## config.mk

```make
export PLATFORM = sky130hd
export DESIGN_NAME = array_width_reduce_stream_flat
export DESIGN_NICKNAME = d
export VERILOG_FILES = /design/src/rtl/array_width_reduce_stream_pkg.sv /design/src/rtl/array_width_reduce_stream_if.sv /design/src/rtl/array_width_reduce_stream_ele_reduce.sv /design/src/rtl/array_width_reduce_stream.sv /design/src/flat_wrapper.sv
export SDC_FILE = /design/constraint.sdc
export NUM_CORES = 1
export LEC_CHECK = 0
export CAP_MARGIN = 30
export CORE_MARGIN = 2
export CORE_UTILIZATION = 55
export CTS_CLUSTER_DIAMETER = 150
export DETAILED_ROUTE_END_ITERATION = 10
export PLACE_DENSITY_LB_ADDON = 0.25
export RECOVER_POWER = 100
export SLEW_MARGIN = 20
export SYNTH_ARGS = -nofsm -noshare
export SYNTH_HDL_FRONTEND = slang
export SYNTH_SLANG_ARGS = --single-unit
```

## constraint.sdc

```tcl
create_clock -name clk -period 21.6 [get_ports clk]
set_clock_uncertainty 0.05 [all_clocks]
set_input_delay 3.24 -clock clk [delete_from_list [all_inputs] [get_ports clk]]
set_output_delay 3.24 -clock clk [all_outputs]
set_load 0.005 [all_outputs]
```

## src/rtl/array_width_reduce_stream_pkg.sv

```systemverilog
// array_width_reduce_stream_pkg
//   Shared constants for the array width-reduction stream block.
//   DIN_W_DEF / DOUT_W_DEF / ARR_L_DEF / SH_W_DEF : default geometry.
//   CLAMP_DEF : largest useful right shift for the default widths.
//   SATCNT_W  : width of the saturated-element counter.
//   The counter is only built when ARRAY_REDUCE_SATCNT_EN is defined.
package array_width_reduce_stream_pkg;

  localparam int unsigned DIN_W_DEF  = 6;
  localparam int unsigned DOUT_W_DEF = 4;
  localparam int unsigned ARR_L_DEF  = 32;
  localparam int unsigned SH_W_DEF   = 2;
  localparam int unsigned CLAMP_DEF  = DIN_W_DEF - DOUT_W_DEF;
  localparam int unsigned SATCNT_W   = 32;

endpackage

```

## src/rtl/array_width_reduce_stream_if.sv

```systemverilog
// array_width_reduce_stream_if
//   Stream bundle for array_width_reduce_stream.
//   Input side : in_valid, in_ready, in_data, shift, round_en
//   Output side: out_valid, out_ready, out_data, sat_any
//   slave  : the reducer's view (consumes the input beat, produces results)
//   master : the environment's view (drives beats, accepts results)
interface array_width_reduce_stream_if
  import array_width_reduce_stream_pkg::*;
#(
  parameter int unsigned DIN_W  = DIN_W_DEF,
  parameter int unsigned DOUT_W = DOUT_W_DEF,
  parameter int unsigned ARR_L  = ARR_L_DEF,
  parameter int unsigned SH_W   = SH_W_DEF
) ();

  logic                    in_valid;
  logic                    in_ready;
  logic [DIN_W*ARR_L-1:0]  in_data;
  logic [SH_W-1:0]         shift;
  logic                    round_en;
  logic                    out_valid;
  logic                    out_ready;
  logic [DOUT_W*ARR_L-1:0] out_data;
  logic                    sat_any;

  modport slave (
    input  in_valid, in_data, shift, round_en, out_ready,
    output in_ready, out_valid, out_data, sat_any
  );

  modport master (
    output in_valid, in_data, shift, round_en, out_ready,
    input  in_ready, out_valid, out_data, sat_any
  );

endinterface

```

## src/rtl/array_width_reduce_stream_ele_reduce.sv

```systemverilog
// ele_reduce
//   Combinational single-element width reducer: right shift, optional
//   round-half-up, saturate to DOUT_W bits.
//   v_i   : DIN_W-bit unsigned element
//   sh_i  : shift amount, already clamped to DIN_W-DOUT_W by the caller
//   rnd_i : round-half-up enable
//   r_o   : DOUT_W-bit result (all ones when saturated)
//   sat_o : result saturated
module ele_reduce
  import array_width_reduce_stream_pkg::*;
#(
  parameter int unsigned DIN_W  = DIN_W_DEF,
  parameter int unsigned DOUT_W = DOUT_W_DEF,
  parameter int unsigned SH_W   = SH_W_DEF
) (
  input  logic [DIN_W-1:0]  v_i,
  input  logic [SH_W-1:0]   sh_i,
  input  logic              rnd_i,
  output logic [DOUT_W-1:0] r_o,
  output logic              sat_o
);

  logic [DIN_W:0] ext;
  logic [DIN_W:0] bias;
  logic [DIN_W:0] t;

  // Adding 2^(s-1) before the shift equals (v >> s) + bit(s-1) of v; the
  // extra MSB absorbs the carry so overflow is seen by the saturation test.
  always_comb begin
    ext  = {1'b0, v_i};
    bias = '0;
    if (rnd_i && (sh_i != '0)) begin
      bias = (DIN_W+1)'(1) << (sh_i - SH_W'(1));
    end
    t     = (ext + bias) >> sh_i;
    sat_o = |t[DIN_W:DOUT_W];
    r_o   = sat_o ? '1 : t[DOUT_W-1:0];
  end

endmodule

```

## src/rtl/array_width_reduce_stream.sv

```systemverilog
// array_width_reduce_stream
//   Two-stage pipelined reducer of ARR_L DIN_W-bit elements to DOUT_W bits
//   per element with shift / round-half-up / saturation.
//   clk, rst : clock, asynchronous active-high reset
//   bus      : stream bundle (slave modport), see array_width_reduce_stream_if
//   sat_clr  : synchronous clear of sat_cnt (wins over an increment)
//   sat_cnt  : running count of saturated elements delivered downstream
//   Build option: define ARRAY_REDUCE_SATCNT_EN to build the counter;
//   otherwise sat_cnt reads 0 and sat_clr is ignored.
module array_width_reduce_stream
  import array_width_reduce_stream_pkg::*;
#(
  parameter int unsigned DIN_W  = DIN_W_DEF,
  parameter int unsigned DOUT_W = DOUT_W_DEF,
  parameter int unsigned ARR_L  = ARR_L_DEF,
  parameter int unsigned SH_W   = SH_W_DEF
) (
  input  logic                          clk,
  input  logic                          rst,
  array_width_reduce_stream_if.slave    bus,
  input  logic                          sat_clr,
  output logic [SATCNT_W-1:0]           sat_cnt
);

  localparam int unsigned      CLAMP   = DIN_W - DOUT_W;
  localparam logic [SH_W-1:0]  CLAMP_S = SH_W'(CLAMP);

  // Stage 1: raw beat plus clamped controls
  logic                    s1_valid_q, s1_valid_d;
  logic [DIN_W*ARR_L-1:0]  s1_data_q,  s1_data_d;
  logic [SH_W-1:0]         s1_sh_q,    s1_sh_d;
  logic                    s1_rnd_q,   s1_rnd_d;

  // Stage 2: reduced result
  logic                    s2_valid_q, s2_valid_d;
  logic [DOUT_W*ARR_L-1:0] s2_data_q,  s2_data_d;
  logic                    s2_sat_q,   s2_sat_d;

  logic [SH_W-1:0]         sh_clamped;
  logic [DOUT_W*ARR_L-1:0] red_data;
  logic [ARR_L-1:0]        red_sat;
  logic                    s2_adv;
  logic                    s1_load;

  assign sh_clamped = (bus.shift > CLAMP_S) ? CLAMP_S : bus.shift;

  // Stage 2 can take new contents when empty or being drained this cycle;
  // stage 1 likewise when empty or moving into stage 2.
  assign s2_adv       = !s2_valid_q || bus.out_ready;
  assign bus.in_ready = !s1_valid_q || s2_adv;
  assign s1_load      = bus.in_valid && bus.in_ready;

  for (genvar g = 0; g < ARR_L; g++) begin : g_ele
    ele_reduce #(
      .DIN_W (DIN_W),
      .DOUT_W(DOUT_W),
      .SH_W  (SH_W)
    ) u_ele (
      .v_i  (s1_data_q[DIN_W*g +: DIN_W]),
      .sh_i (s1_sh_q),
      .rnd_i(s1_rnd_q),
      .r_o  (red_data[DOUT_W*g +: DOUT_W]),
      .sat_o(red_sat[g])
    );
  end

  always_comb begin
    s1_valid_d = s1_valid_q;
    s1_data_d  = s1_data_q;
    s1_sh_d    = s1_sh_q;
    s1_rnd_d   = s1_rnd_q;
    s2_valid_d = s2_valid_q;
    s2_data_d  = s2_data_q;
    s2_sat_d   = s2_sat_q;
    if (bus.in_ready) begin
      s1_valid_d = bus.in_valid;
    end
    if (s1_load) begin
      s1_data_d = bus.in_data;
      s1_sh_d   = sh_clamped;
      s1_rnd_d  = bus.round_en;
    end
    if (s2_adv) begin
      s2_valid_d = s1_valid_q;
      if (s1_valid_q) begin
        s2_data_d = red_data;
        s2_sat_d  = |red_sat;
      end
    end
  end

  always_ff @(posedge clk or posedge rst) begin
    if (rst) begin
      s1_valid_q <= 1'b0;
      s1_data_q  <= '0;
      s1_sh_q    <= '0;
      s1_rnd_q   <= 1'b0;
      s2_valid_q <= 1'b0;
      s2_data_q  <= '0;
      s2_sat_q   <= 1'b0;
    end else begin
      s1_valid_q <= s1_valid_d;
      s1_data_q  <= s1_data_d;
      s1_sh_q    <= s1_sh_d;
      s1_rnd_q   <= s1_rnd_d;
      s2_valid_q <= s2_valid_d;
      s2_data_q  <= s2_data_d;
      s2_sat_q   <= s2_sat_d;
    end
  end

  assign bus.out_valid = s2_valid_q;
  assign bus.out_data  = s2_data_q;
  assign bus.sat_any   = s2_sat_q;

`ifdef ARRAY_REDUCE_SATCNT_EN
  localparam int unsigned PC_W = $clog2(ARR_L + 1);

  logic [PC_W-1:0]     red_nsat;
  logic [PC_W-1:0]     s2_nsat_q, s2_nsat_d;
  logic [SATCNT_W:0]   cnt_sum;
  logic [SATCNT_W-1:0] cnt_q, cnt_d;

  always_comb begin
    red_nsat = '0;
    for (int unsigned i = 0; i < ARR_L; i++) begin
      red_nsat = red_nsat + PC_W'(red_sat[i]);
    end
  end

  // Popcount travels with the beat so the count is added at output handshake.
  always_comb begin
    s2_nsat_d = s2_nsat_q;
    if (s2_adv && s1_valid_q) begin
      s2_nsat_d = red_nsat;
    end
    cnt_sum = {1'b0, cnt_q} + (SATCNT_W+1)'(s2_nsat_q);
    cnt_d   = cnt_q;
    if (sat_clr) begin
      cnt_d = '0;
    end else if (s2_valid_q && bus.out_ready) begin
      cnt_d = cnt_sum[SATCNT_W] ? '1 : cnt_sum[SATCNT_W-1:0];
    end
  end

  always_ff @(posedge clk or posedge rst) begin
    if (rst) begin
      s2_nsat_q <= '0;
      cnt_q     <= '0;
    end else begin
      s2_nsat_q <= s2_nsat_d;
      cnt_q     <= cnt_d;
    end
  end

  assign sat_cnt = cnt_q;
`else
  logic unused_sat_clr;
  assign unused_sat_clr = sat_clr;
  assign sat_cnt        = '0;
`endif

endmodule

```

## src/flat_wrapper.sv

```systemverilog
// flat-port wrapper written by rule: the top's interface ports become plain ports
module array_width_reduce_stream_flat import array_width_reduce_stream_pkg::*;
#(
  parameter int unsigned DIN_W  = DIN_W_DEF,
  parameter int unsigned DOUT_W = DOUT_W_DEF,
  parameter int unsigned ARR_L  = ARR_L_DEF,
  parameter int unsigned SH_W   = SH_W_DEF
)
  (clk, rst, sat_clr, sat_cnt, bus_in_valid, bus_in_data, bus_shift, bus_round_en, bus_out_ready, bus_in_ready, bus_out_valid, bus_out_data, bus_sat_any);
  array_width_reduce_stream_if #(.DIN_W(DIN_W), .DOUT_W(DOUT_W), .ARR_L(ARR_L), .SH_W(SH_W)) bus_i ();
  input  logic clk;
  input  logic rst;
  input  logic sat_clr;
  output logic [SATCNT_W-1:0] sat_cnt;
  input wire logic [$bits(bus_i.in_valid)-1:0] bus_in_valid;
  input wire logic [$bits(bus_i.in_data)-1:0] bus_in_data;
  input wire logic [$bits(bus_i.shift)-1:0] bus_shift;
  input wire logic [$bits(bus_i.round_en)-1:0] bus_round_en;
  input wire logic [$bits(bus_i.out_ready)-1:0] bus_out_ready;
  output wire logic [$bits(bus_i.in_ready)-1:0] bus_in_ready;
  output wire logic [$bits(bus_i.out_valid)-1:0] bus_out_valid;
  output wire logic [$bits(bus_i.out_data)-1:0] bus_out_data;
  output wire logic [$bits(bus_i.sat_any)-1:0] bus_sat_any;
  assign bus_i.in_valid = bus_in_valid;
  assign bus_i.in_data = bus_in_data;
  assign bus_i.shift = bus_shift;
  assign bus_i.round_en = bus_round_en;
  assign bus_i.out_ready = bus_out_ready;
  assign bus_in_ready = bus_i.in_ready;
  assign bus_out_valid = bus_i.out_valid;
  assign bus_out_data = bus_i.out_data;
  assign bus_sat_any = bus_i.sat_any;
  array_width_reduce_stream #(.DIN_W(DIN_W), .DOUT_W(DOUT_W), .ARR_L(ARR_L), .SH_W(SH_W)) u_core (.clk(clk), .rst(rst), .bus(bus_i), .sat_clr(sat_clr), .sat_cnt(sat_cnt));
endmodule
```

* Yosys cells after proc, flatten, opt, wreduce, memory -nomap -nowiden
Index checks and enable logic that the tools add are counted.
** Cells by class
- Shift operators :: 33
- Order comparisons :: 1
- Reduce and logical (&&, ||, !) cells :: 41
- Multiplexer cells :: 34
- Add/sub/neg operators :: 33
** Operators by type and width (count)
- adder 6 x 7 -> 7 bit :: 32
- >> shifter 7 x 2 -> 7 bit :: 32
- two-way mux 4 bit :: 32
- OR reduction 3 bit :: 32
- OR reduction 96 bit :: 1
- two-way mux 7 bit :: 1
- << shifter 1 x 2 -> 7 bit (first input constant) :: 1
- greater-than comparator 2 bit (second input constant) :: 1
- logical AND 1 bit :: 2
- logical NOT 1 bit :: 2
- logical OR 1 bit :: 2
- two-way mux 2 bit :: 1
- AND reduction 2 bit :: 1
- nonzero test 2 bit :: 1
- subtractor 2 x 1 -> 2 bit (second input constant) :: 1
** Storage, ports and cells
- Bits of input ports :: 200
- Word-level logic and storage cells :: 149
- Bits in registers :: 326
- Output and inout port bits :: 163

* Logic depth before layout (Yosys ltp)
- Depth after elaboration :: 7
- Gate-level depth with buffers :: 20
- Gate-level depth less buffers :: 13

* Hierarchy
A second synthesis with hierarchy kept.
** Second synthesis, totals
- Cells, all modules :: 2625
- Area total of the unflattened synthesis :: 26681.8 um^2
** By module, submodules not included
- ele_reduce :: cells an instance 59, sequential area each 0.0 um^2, area an instance 429.2 um^2, times used 32
- array_width_reduce_stream :: cells an instance 737, sequential area each 8157.8 um^2, area an instance 12948.7 um^2, times used 1

* Worst setup path after synthesis
OpenSTA, ideal clock, no wires.
- Kind :: in2out
- From :: in bus_out_ready
- To :: out bus_in_ready
- Setup slack :: 14.891 ns
- Stages on the path :: 1
- Data arrival time :: 3.419 ns
- Data required time :: 18.310 ns
- Cell sequence :: nand3b_1
** Between the ends
- Cells in the longest elaborated chain, start to end :: 2
** RTL lines
- from (decl) :: RTL line flat_wrapper.sv:19 : input wire logic [$bits(bus_i.out_ready)-1:0] bus_out_ready;
- logical OR 1 bit :: RTL line array_width_reduce_stream.sv:49 : assign s2_adv = !s2_valid_q || bus.out_ready;
- logical OR 1 bit :: RTL line array_width_reduce_stream.sv:50 : assign bus.in_ready = !s1_valid_q || s2_adv;
- to (decl) :: RTL line flat_wrapper.sv:20 : output wire logic [$bits(bus_i.in_ready)-1:0] bus_in_ready;
No other way between the ends.

* Worst setup path after layout
- From :: reg u_core.s1_sh_q[0]
- To :: reg u_core.s2_sat_q, in the netlist u_core.bus.sat_any
** Between the ends
- Cells in the longest elaborated chain, start to end :: 6
- Elaborated cells on any way between the ends :: 70
- Classes of those cells :: add/sub: 33; shift: 33; mux: 1; reduce/logical: 3
** RTL lines
- from (decl) :: RTL line array_width_reduce_stream.sv:31 : logic [SH_W-1:0] s1_sh_q, s1_sh_d;
- from (signal assigned) :: RTL line array_width_reduce_stream.sv:104 : s1_sh_q <= s1_sh_d;
- subtractor 2 x 1 -> 2 bit or nonzero test 2 bit (tied branches) :: RTL line array_width_reduce_stream_ele_reduce.sv:33, array_width_reduce_stream_ele_reduce.sv:32
- << shifter 1 x 2 -> 7 bit or logical AND 1 bit (tied branches) :: RTL line array_width_reduce_stream_ele_reduce.sv:33, array_width_reduce_stream_ele_reduce.sv:32
- two-way mux 7 bit :: RTL line array_width_reduce_stream_ele_reduce.sv:32 : if (rnd_i && (sh_i != '0)) begin
- adder 6 x 7 -> 7 bit :: RTL line array_width_reduce_stream_ele_reduce.sv:35 : t = (ext + bias) >> sh_i;
- >> shifter 7 x 2 -> 7 bit :: RTL line array_width_reduce_stream_ele_reduce.sv:35
- OR reduction 96 bit (*) :: RTL line array_width_reduce_stream.sv:87 : s2_sat_d = |red_sat;
- to (signal assigned) :: RTL line array_width_reduce_stream.sv:108 : s2_sat_q <= s2_sat_d;
- to (decl) :: RTL line array_width_reduce_stream.sv:37 : logic s2_sat_q, s2_sat_d;
Mark *: on every way between the ends. The rest lies on a longest branch, timed or not.
A chain may end at the register's enable or synchronous reset.

==> results.json <==
{
  "run_status": "complete, but fails checks",
  "violations": "max-capacitance violations, max-slew violations",
  "syn_area_um2": 22900,
  "finalCriticalPeriod_ns": 11.59,
  "final_layout_size_suffix_gt1_frac": 0.136,
  "start_util": 0.559,
  "io_pins": 363,
  "final_cell_mix": "dfrtp_1, nor2_1, mux2_2, clkdlybuf4s50_1, nand2_1",
  "path_clk_slew_ns": 0.06,
  "cp_data_arrival_time_ns": 11.97,
  "final_common_cell": "dfrtp_1",
  "syn-instance-count": 2330,
  "crit_path_start_kind": "flop",
  "max_freq_ghz": 0.0863,
  "overflow": 0,
  "htreeDepth": 2,
  "ys_seq_area_frac": 0.356,
  "area_growth_syn_to_layout_pct": 20.8,
  "grt_first_pass_wirelength_um": 102000,
  "vias": 19300,
  "synth_edf_count": 0,
  "ys_seq_elements": 326,
  "maxCapViolations": 11,
  "finalPower_uw": 2530,
  "crit_chain": "clkbuf_1, clkbuf_1, and3_1, clkbuf_1, ha_1, inv_1, fa_1, o21ai_0, a21o_1, mux2i_1, nor4b_1, o2111ai_1, nor4_1, a41oi_1",
  "placed_area_um2": 26400,
  "setup_slack_ns": 10.01,
  "drt-wirelength-per-cell_um": 20.1,
  "grt_pass1_vias": 19200,
  "critPathSlowestCell": "clkbuf_1",
  "crit_top_cell": "clkbuf_1",
  "rows": 74,
  "worst_slew_pin_slew_ns": 4.71,
  "via_per_inst": 6.06,
  "cts_tree": "built",
  "drt_iter0_markers": 1382,
  "die_w_um": 208,
  "clockRootBuffer": "clkbuf_16",
  "gp_congestion": 0.881,
  "rsz0062_at_grt": "false",
  "min_path_type": "reg2reg",
  "dieArea_um2": 43300,
  "setup_violations": 0,
  "ir_drop_uv": 59.0,
  "crit_fanout": 71,
  "cts_sinks": 326,
  "coreArea_um2": 40900,
  "crit_type": "reg2reg",
  "hold_viol": 0,
  "cp.required_ns": 21.98,
  "cp_num_buf_inv": 4,
  "drt_first_pass_iters": 6,
  "post_cts_buffers": 0,
  "yosysWarnings": 0,
  "final_cell_area_um2": 27600,
  "min_period_over_period": 0.537,
  "cts_buffer_depth": 3,
  "num-fill-cells": 3156,
  "relSlewSlack": -2.14,
  "crit_family": "buffers and inverters",
  "nNetsFinal": 2940,
  "tns_ns": 0,
  "synthFlopType": "dfrtp_1",
  "ctsResizeCount": 0,
  "hold_buffers": 0,
  "async_flop_share": 1.00,
  "pre_cts_slack_ns": 13.88,
  "finalWirelength_um": 64000,
  "final_util": 0.675,
  "endpoint_kind": "flop",
  "synth_area_per_cell_um2": 9.82,
  "antenna_found_initial": 10,
  "clk_latency_ns": 0.57,
  "grt_max_degree": 163,
  "postRouteAntennaNets": 0,
  "drc": 0,
  "hpwl_um": 44000,
  "crit_path_max_incr_delay_ns": 2.24,
  "synth_cell_types": 86,
  "p_leak_uw": 0.0114,
  "slew_viol_final": 529,
  "die_y_um": 208,
  "grt_usage": 0.294,
  "io_buffers": 329,
  "numCtsBuffers": 39,
  "p_per_area_nw_per_um2": 91.4
}
routing by layer:
metal | vias up | part of all wire | track usage | wire length, µm
met3 | 140 | 0.081 | 0.0696 | 5210
met1 | 9401 | 0.40 | 0.372 | 25900
met4 | 8 | 0.035 | 0.124 | 2240
li1 | 8938 | - | - | -
met2 | 768 | 0.48 | 0.483 | 30600
met5 | - | 0.00078 | 0 | 50
through the flow:
stage | hold slack, ns | cells
detailed placement | 0.414 | 3102
global placement | 0.410 | 3101
global route | 0.443 | 3175
finish | 0.417 | 3177
CTS | 0.429 | 3169
floorplan | 0.413 | 2393
kinds of logic after synthesis:
group	after synthesis	share of synthesized area
AND/OR/NAND/NOR	602	0.123
AO/OA/AOI/OAI	543	0.161
flip-flops	326	0.356
buffers and inverters	303	0.0594
multiplexers	292	0.167
adder cells (fa/ha/maj)	149	0.0898
XOR/XNOR	114	0.0436
other	1	0.000164
worst paths after layout:
path / end / cells past startpoint / startpoint / slack (ns)
worst max-delay path: u_core.bus.sat_any / 14 / u_core.s1_sh_q[0] / 10.01
worst min-delay path: u_core.bus.out_data[1] / 2 / u_core.bus.out_data[1] / 0.42
worst max register to register: u_core.bus.sat_any / 14 / u_core.s1_sh_q[0] / 10.01
worst min register to register: u_core.bus.out_data[1] / 2 / u_core.bus.out_data[1] / 0.42
max in group asynchronous: u_core.s1_data_q[69] / 4 / rst / 11.72
min in group asynchronous: u_core.s1_data_q[157] / 2 / rst / 4.47
Yosys cell counts, types with 34 or more instances:
library cell	instances	area share
o22a_1	37	0.014
nor3_1	41	0.0090
xor2_1	55	0.021
buf_2	34	0.0074
a21oi_1	117	0.026
ha_1	96	0.052
o21ai_0	102	0.022
dfrtp_1	326	0.36
nand2_1	174	0.029
mux2i_1	40	0.017
a31oi_1	66	0.018
inv_1	124	0.020
mux4_2	51	0.050
buf_4	36	0.012
nor2_1	217	0.036
a21o_1	38	0.012
xnor2_1	59	0.023
clkbuf_1	78	0.013
mux2_2	201	0.099
report_power, final:
part           total, µW  internal (µW)  switching (µW)
clock                672            408             263
combinational        984            492             492
sequential           871            748             123
total               2530           1650             878
layout make-up:
class	instances	area (µm²)	area share
Sequential cell	326	8160	0.295
Multi-Input combinational cell	1764	13600	0.490
Clock inverter	9	123	0.00444
Tap cell	532	666	0.0241
Timing Repair Buffer	356	3480	0.126
Inverter	125	473	0.0171
Clock buffer	58	1170	0.0423
Antenna cell	7	17.5	0.000634
sequential cells by signal (all words and copies together), names as in the netlist:
register              flops
u_core.s1_data_q        192
u_core.bus.out_data     128
u_core.bus.out_valid      1
u_core.s1_rnd_q           1
u_core.bus.sat_any        1
u_core.s1_valid_q         1
u_core.s1_sh_q            2
tightest hold or removal path: cells and delay by family, from the launching register on:
kind	cells	cell delay [ns]
AND/OR/NAND/NOR	2	0.10
flip-flops	1	0.33
Power figures use the tool's default switching activity.
==> variant 1: new RTL, same settings <==
Set the package constant `DOUT_W_DEF` to 5 (it was 4).
--- a/src/rtl/array_width_reduce_stream_pkg.sv
+++ b/src/rtl/array_width_reduce_stream_pkg.sv
@@ -7,7 +7,7 @@
 package array_width_reduce_stream_pkg;
 
   localparam int unsigned DIN_W_DEF  = 6;
-  localparam int unsigned DOUT_W_DEF = 4;
+  localparam int unsigned DOUT_W_DEF = 5;
   localparam int unsigned ARR_L_DEF  = 32;
   localparam int unsigned SH_W_DEF   = 2;
   localparam int unsigned CLAMP_DEF  = DIN_W_DEF - DOUT_W_DEF;
Interface: changed (resized bus_out_data); port bits go from 363 to 395. The function was not compared with the original's and may differ.
==> variant 1 against the unedited design <==
- the flow still finishes with violations (capacitance limit, slew limit)
- critical path type is now in -> async
- sequential cell count rose by 32
- sequential power rose by 7.9%
- synthesized area rose by 5.3%
- worst setup slack got worse by 0.63 ns
- power rose by 1.7%
- fmax fell by 5.1%
- wire length rose by 6.8%
- cell area rose by 6.2%
- highest routed layer unchanged
- sequential share of layout area rose by 1.0 points
- critical path depth fell by 11
- global-route usage rose by 0.90 points
- register-to-register slack improved by 5.3 ns
- count of clock-buffer cells in the layout fell by 1
==> variant 1: results (changes against the unedited design) <==
| Metric | Value |
|---|---|
| Hold_sp | `u_core.bus.out_data[43]` |
| Metal2 WL | `32800 um (+7.2%)` |
| Post-synthesis cell type count | `83 (-3.5%)` |
| Vias per cell | `5.95 (-1.8%)` |
| Initial antenna violation count | `8 (-2)` |
| Total of max-cap violations | `12 (+1)` |
| CP arrival | `10.63 ns (-1.34 ns)` |
| Top cells by count, synth | `358 x dfrtp_1, 271 x nor2_1, 256 x nand2_1, 195 x mux2_2, 178 x a21oi_1` |
| Worst hold slack | `0.415 ns (-0.00170 ns)` |
| Switch share | `33.9% (-0.82 points)` |
| Port bufs | `361 (+9.7%)` |
| Total Power | `0.00257 W (+1.7%)` |
| Gp weighted congestion | `0.878 (-0.31%)` |
| First-pass GRT wire length | `109000 um (+6.8%)` |
| Ranking of synthesized cells by area | `dfrtp_1 37%, mux2_2 9.1%, ha_1 6.6%` |
| Status | `finished, violations left` |
| Antenna diode instance count | `5 (-2)` |
| Power Dens Cells | `87.6 mW/mm^2 (-4.2%)` |
| Inserted Clock Buffers | `42 (+7.7%)` |
| Multiplexer share of the synthesized area | `10.2% (-6.4 points)` |
| Synth Area in Adders | `9.31% (+0.33 points)` |
| Crit path capture | `u_core.s1_data_q[79]` |
| Syn_area_per_cell | `9.11 sq um (-7.2%)` |
| Failing checks | `capacitance limit, slew limit` |
| Critical R2R Launch | `u_core.s1_valid_q` |
| Nets | `3307 (+12%)` |
| Flops & latches, synth | `358 (+9.8%)` |
| FF/Latch Area | `0.00897 sq mm (+9.8%)` |
| Post-synthesis sequential area ratio | `37.2% (+1.5 points)` |
| Complex-gate fraction of the synthesized area | `20.6% (+4.5 points)` |
| Slew Viols, Final | `834 (+58%)` |
| Worst slack, placed | `13.86 ns (-0.0268 ns)` |
| Reg2reg setup slack | `15.30 ns (+5.29 ns)` |
| Avg WL per Cell | `19.2 um (-4.9%)` |
| Hpwl dp | `47400 um (+7.7%)` |
| Layout cells sized above 1 | `9.97% (-3.6 points)` |
-- variant 1: changes by cell type in the layout (fill, tap and decap cells not counted), moves of 32 or more --
cell | before | now
a21o_1 | 38 | 82
a21oi_1 | 123 | 178
a221oi_1 | 10 | 42
a31oi_1 | 66 | 22
dfrtp_1 | 324 | 356
dlygate4sd3_1 | 133 | 165
ha_1 | 96 | 128
inv_1 | 121 | 86
mux4_2 | 51 | 0
nand2_1 | 173 | 256
nor2_1 | 217 | 269
o21ai_1 | 5 | 87
o22a_1 | 38 | 1
-- variant 1: worst reg2reg max path, stage by stage, from the launching register on --
cell	delay, ns
dfrtp_1	0.38
nand3b_1	0.15
nand2_1	1.70
clkbuf_1	1.59
clkbuf_1	1.80
mux2_2	0.50
-- variant 1: per-layer routing --
metal / vias to the layer above / GRT usage, %
met3: 185 / 5.78
li1: 9998 / -
met2: 777 / 50.8
met5: - / 0
met4: 6 / 13.7
met1: 10300 / 37.8
==> variant 2: new RTL, same settings <==
Made on the original files. Take the reset off `s2_data_q` and load it in a clocked block of its own.
--- a/src/rtl/array_width_reduce_stream.sv
+++ b/src/rtl/array_width_reduce_stream.sv
@@ -96,7 +96,6 @@
       s1_sh_q    <= '0;
       s1_rnd_q   <= 1'b0;
       s2_valid_q <= 1'b0;
-      s2_data_q  <= '0;
       s2_sat_q   <= 1'b0;
     end else begin
       s1_valid_q <= s1_valid_d;
@@ -104,9 +103,12 @@
       s1_sh_q    <= s1_sh_d;
       s1_rnd_q   <= s1_rnd_d;
       s2_valid_q <= s2_valid_d;
-      s2_data_q  <= s2_data_d;
       s2_sat_q   <= s2_sat_d;
     end
+  end
+
+  always_ff @(posedge clk) begin
+    s2_data_q <= s2_data_d;
   end
 
   assign bus.out_valid = s2_valid_q;
Function: differs if rst is asserted again (counterexample within 4 cycles, from zero or initial values and one cycle with rst high); with rst held inactive, the same outputs for 4 cycles.
==> variant 2 against the unedited design <==
- the run still ends with capacitance limit, slew limit left
- critical endpoint is now u_core.bus.out_data[51]
- power decreased by 4.6%
- critical path type is now in -> reg
- via count increased by 1.9%
- sequential cell count unchanged
- wire length increased by 2.4%
- cell area decreased by 0.19%
- worst setup slack improved by 1.5 ns
- first-iteration DRC count increased by 12%
- synthesized area increased by 0.15%
==> variant 2: results (changes against the unedited design) <==
| Metric | Value |
|---|---|
| Status | `finished, violations left` |
| Failing checks | `capacitance limit, slew limit` |
| Wire length on met1 | `26500 um (+2.5%)` |
| Max stage delay on crit path | `2.80 ns (+0.56 ns)` |
| Total of max-cap violations | `12 (+1)` |
| Critical R2R Launch | `u_core.s1_sh_q[1]` |
| Reg2reg setup slack | `12.16 ns (+2.15 ns)` |
| Layout cells sized above 1 | `12.6% (-0.95 points)` |
| Ranking of synthesized cells by area | `dfrtp_1 22%, edfxtp_1 17%, mux2_2 11%` |
| Pin count of the biggest net entering global routing | `173 (+6.1%)` |
| Number of global-route vias before repair | `19100 (-0.79%)` |
| Hpwl dp | `44400 um (+0.84%)` |
| Top cells by count, synth | `221 x mux2_2, 214 x nand2_1, 198 x dfrtp_1, 190 x a21oi_1, 172 x o21ai_0` |
| Initial antenna violation count | `8 (-2)` |
| Multiplexer share of the synthesized area | `13.3% (-3.3 points)` |
| Synth Area in Adders | `5.96% (-3.0 points)` |
| Max VDD drop | `64.6 uV (+9.4%)` |
| Metal2 WL | `30400 um (-0.71%)` |
| Crit-path max FO | `62 (-13%)` |
| Antenna diode instance count | `6 (-1)` |
| FILL cells | `3140 (-0.51%)` |
| Grt met2 use | `48.5% (+0.20 points)` |
| Hold_sp | `u_core.s1_valid_q` |
| Complex-gate fraction of the synthesized area | `18.2% (+2.1 points)` |
| Clk pwr share | `27.7% (+1.1 points)` |
| Hold worst-path end | `u_core.bus.out_valid` |
| Slew Viols, Final | `623 (+18%)` |
[variant 2: changes by cell type in the layout (fill, tap and decap cells not counted), moves of 32 or more]
cell,unedited run,this run
fa_1,32,0
o22a_1,38,1
nand2_1,173,213
a21oi_1,123,192
a31oi_1,66,19
nor2_1,217,150
xnor2_1,59,125
dfrtp_1,324,196
o21ai_0,105,174
inv_1,121,38
mux4_2,51,10
edfxtp_1,0,128
[variant 2: worst max-delay path by stage]
stage	from	end	slack, ns
after floorplan	rst	u_core.bus.out_valid	12.91
after global placement	bus_out_ready	bus_in_ready	13.89
after detailed placement	bus_out_ready	bus_in_ready	13.83
after CTS	bus_out_ready	bus_in_ready	13.82
after global routing	bus_out_ready	u_core.bus.out_data[51]	11.02
final	bus_out_ready	u_core.bus.out_data[51]	11.46
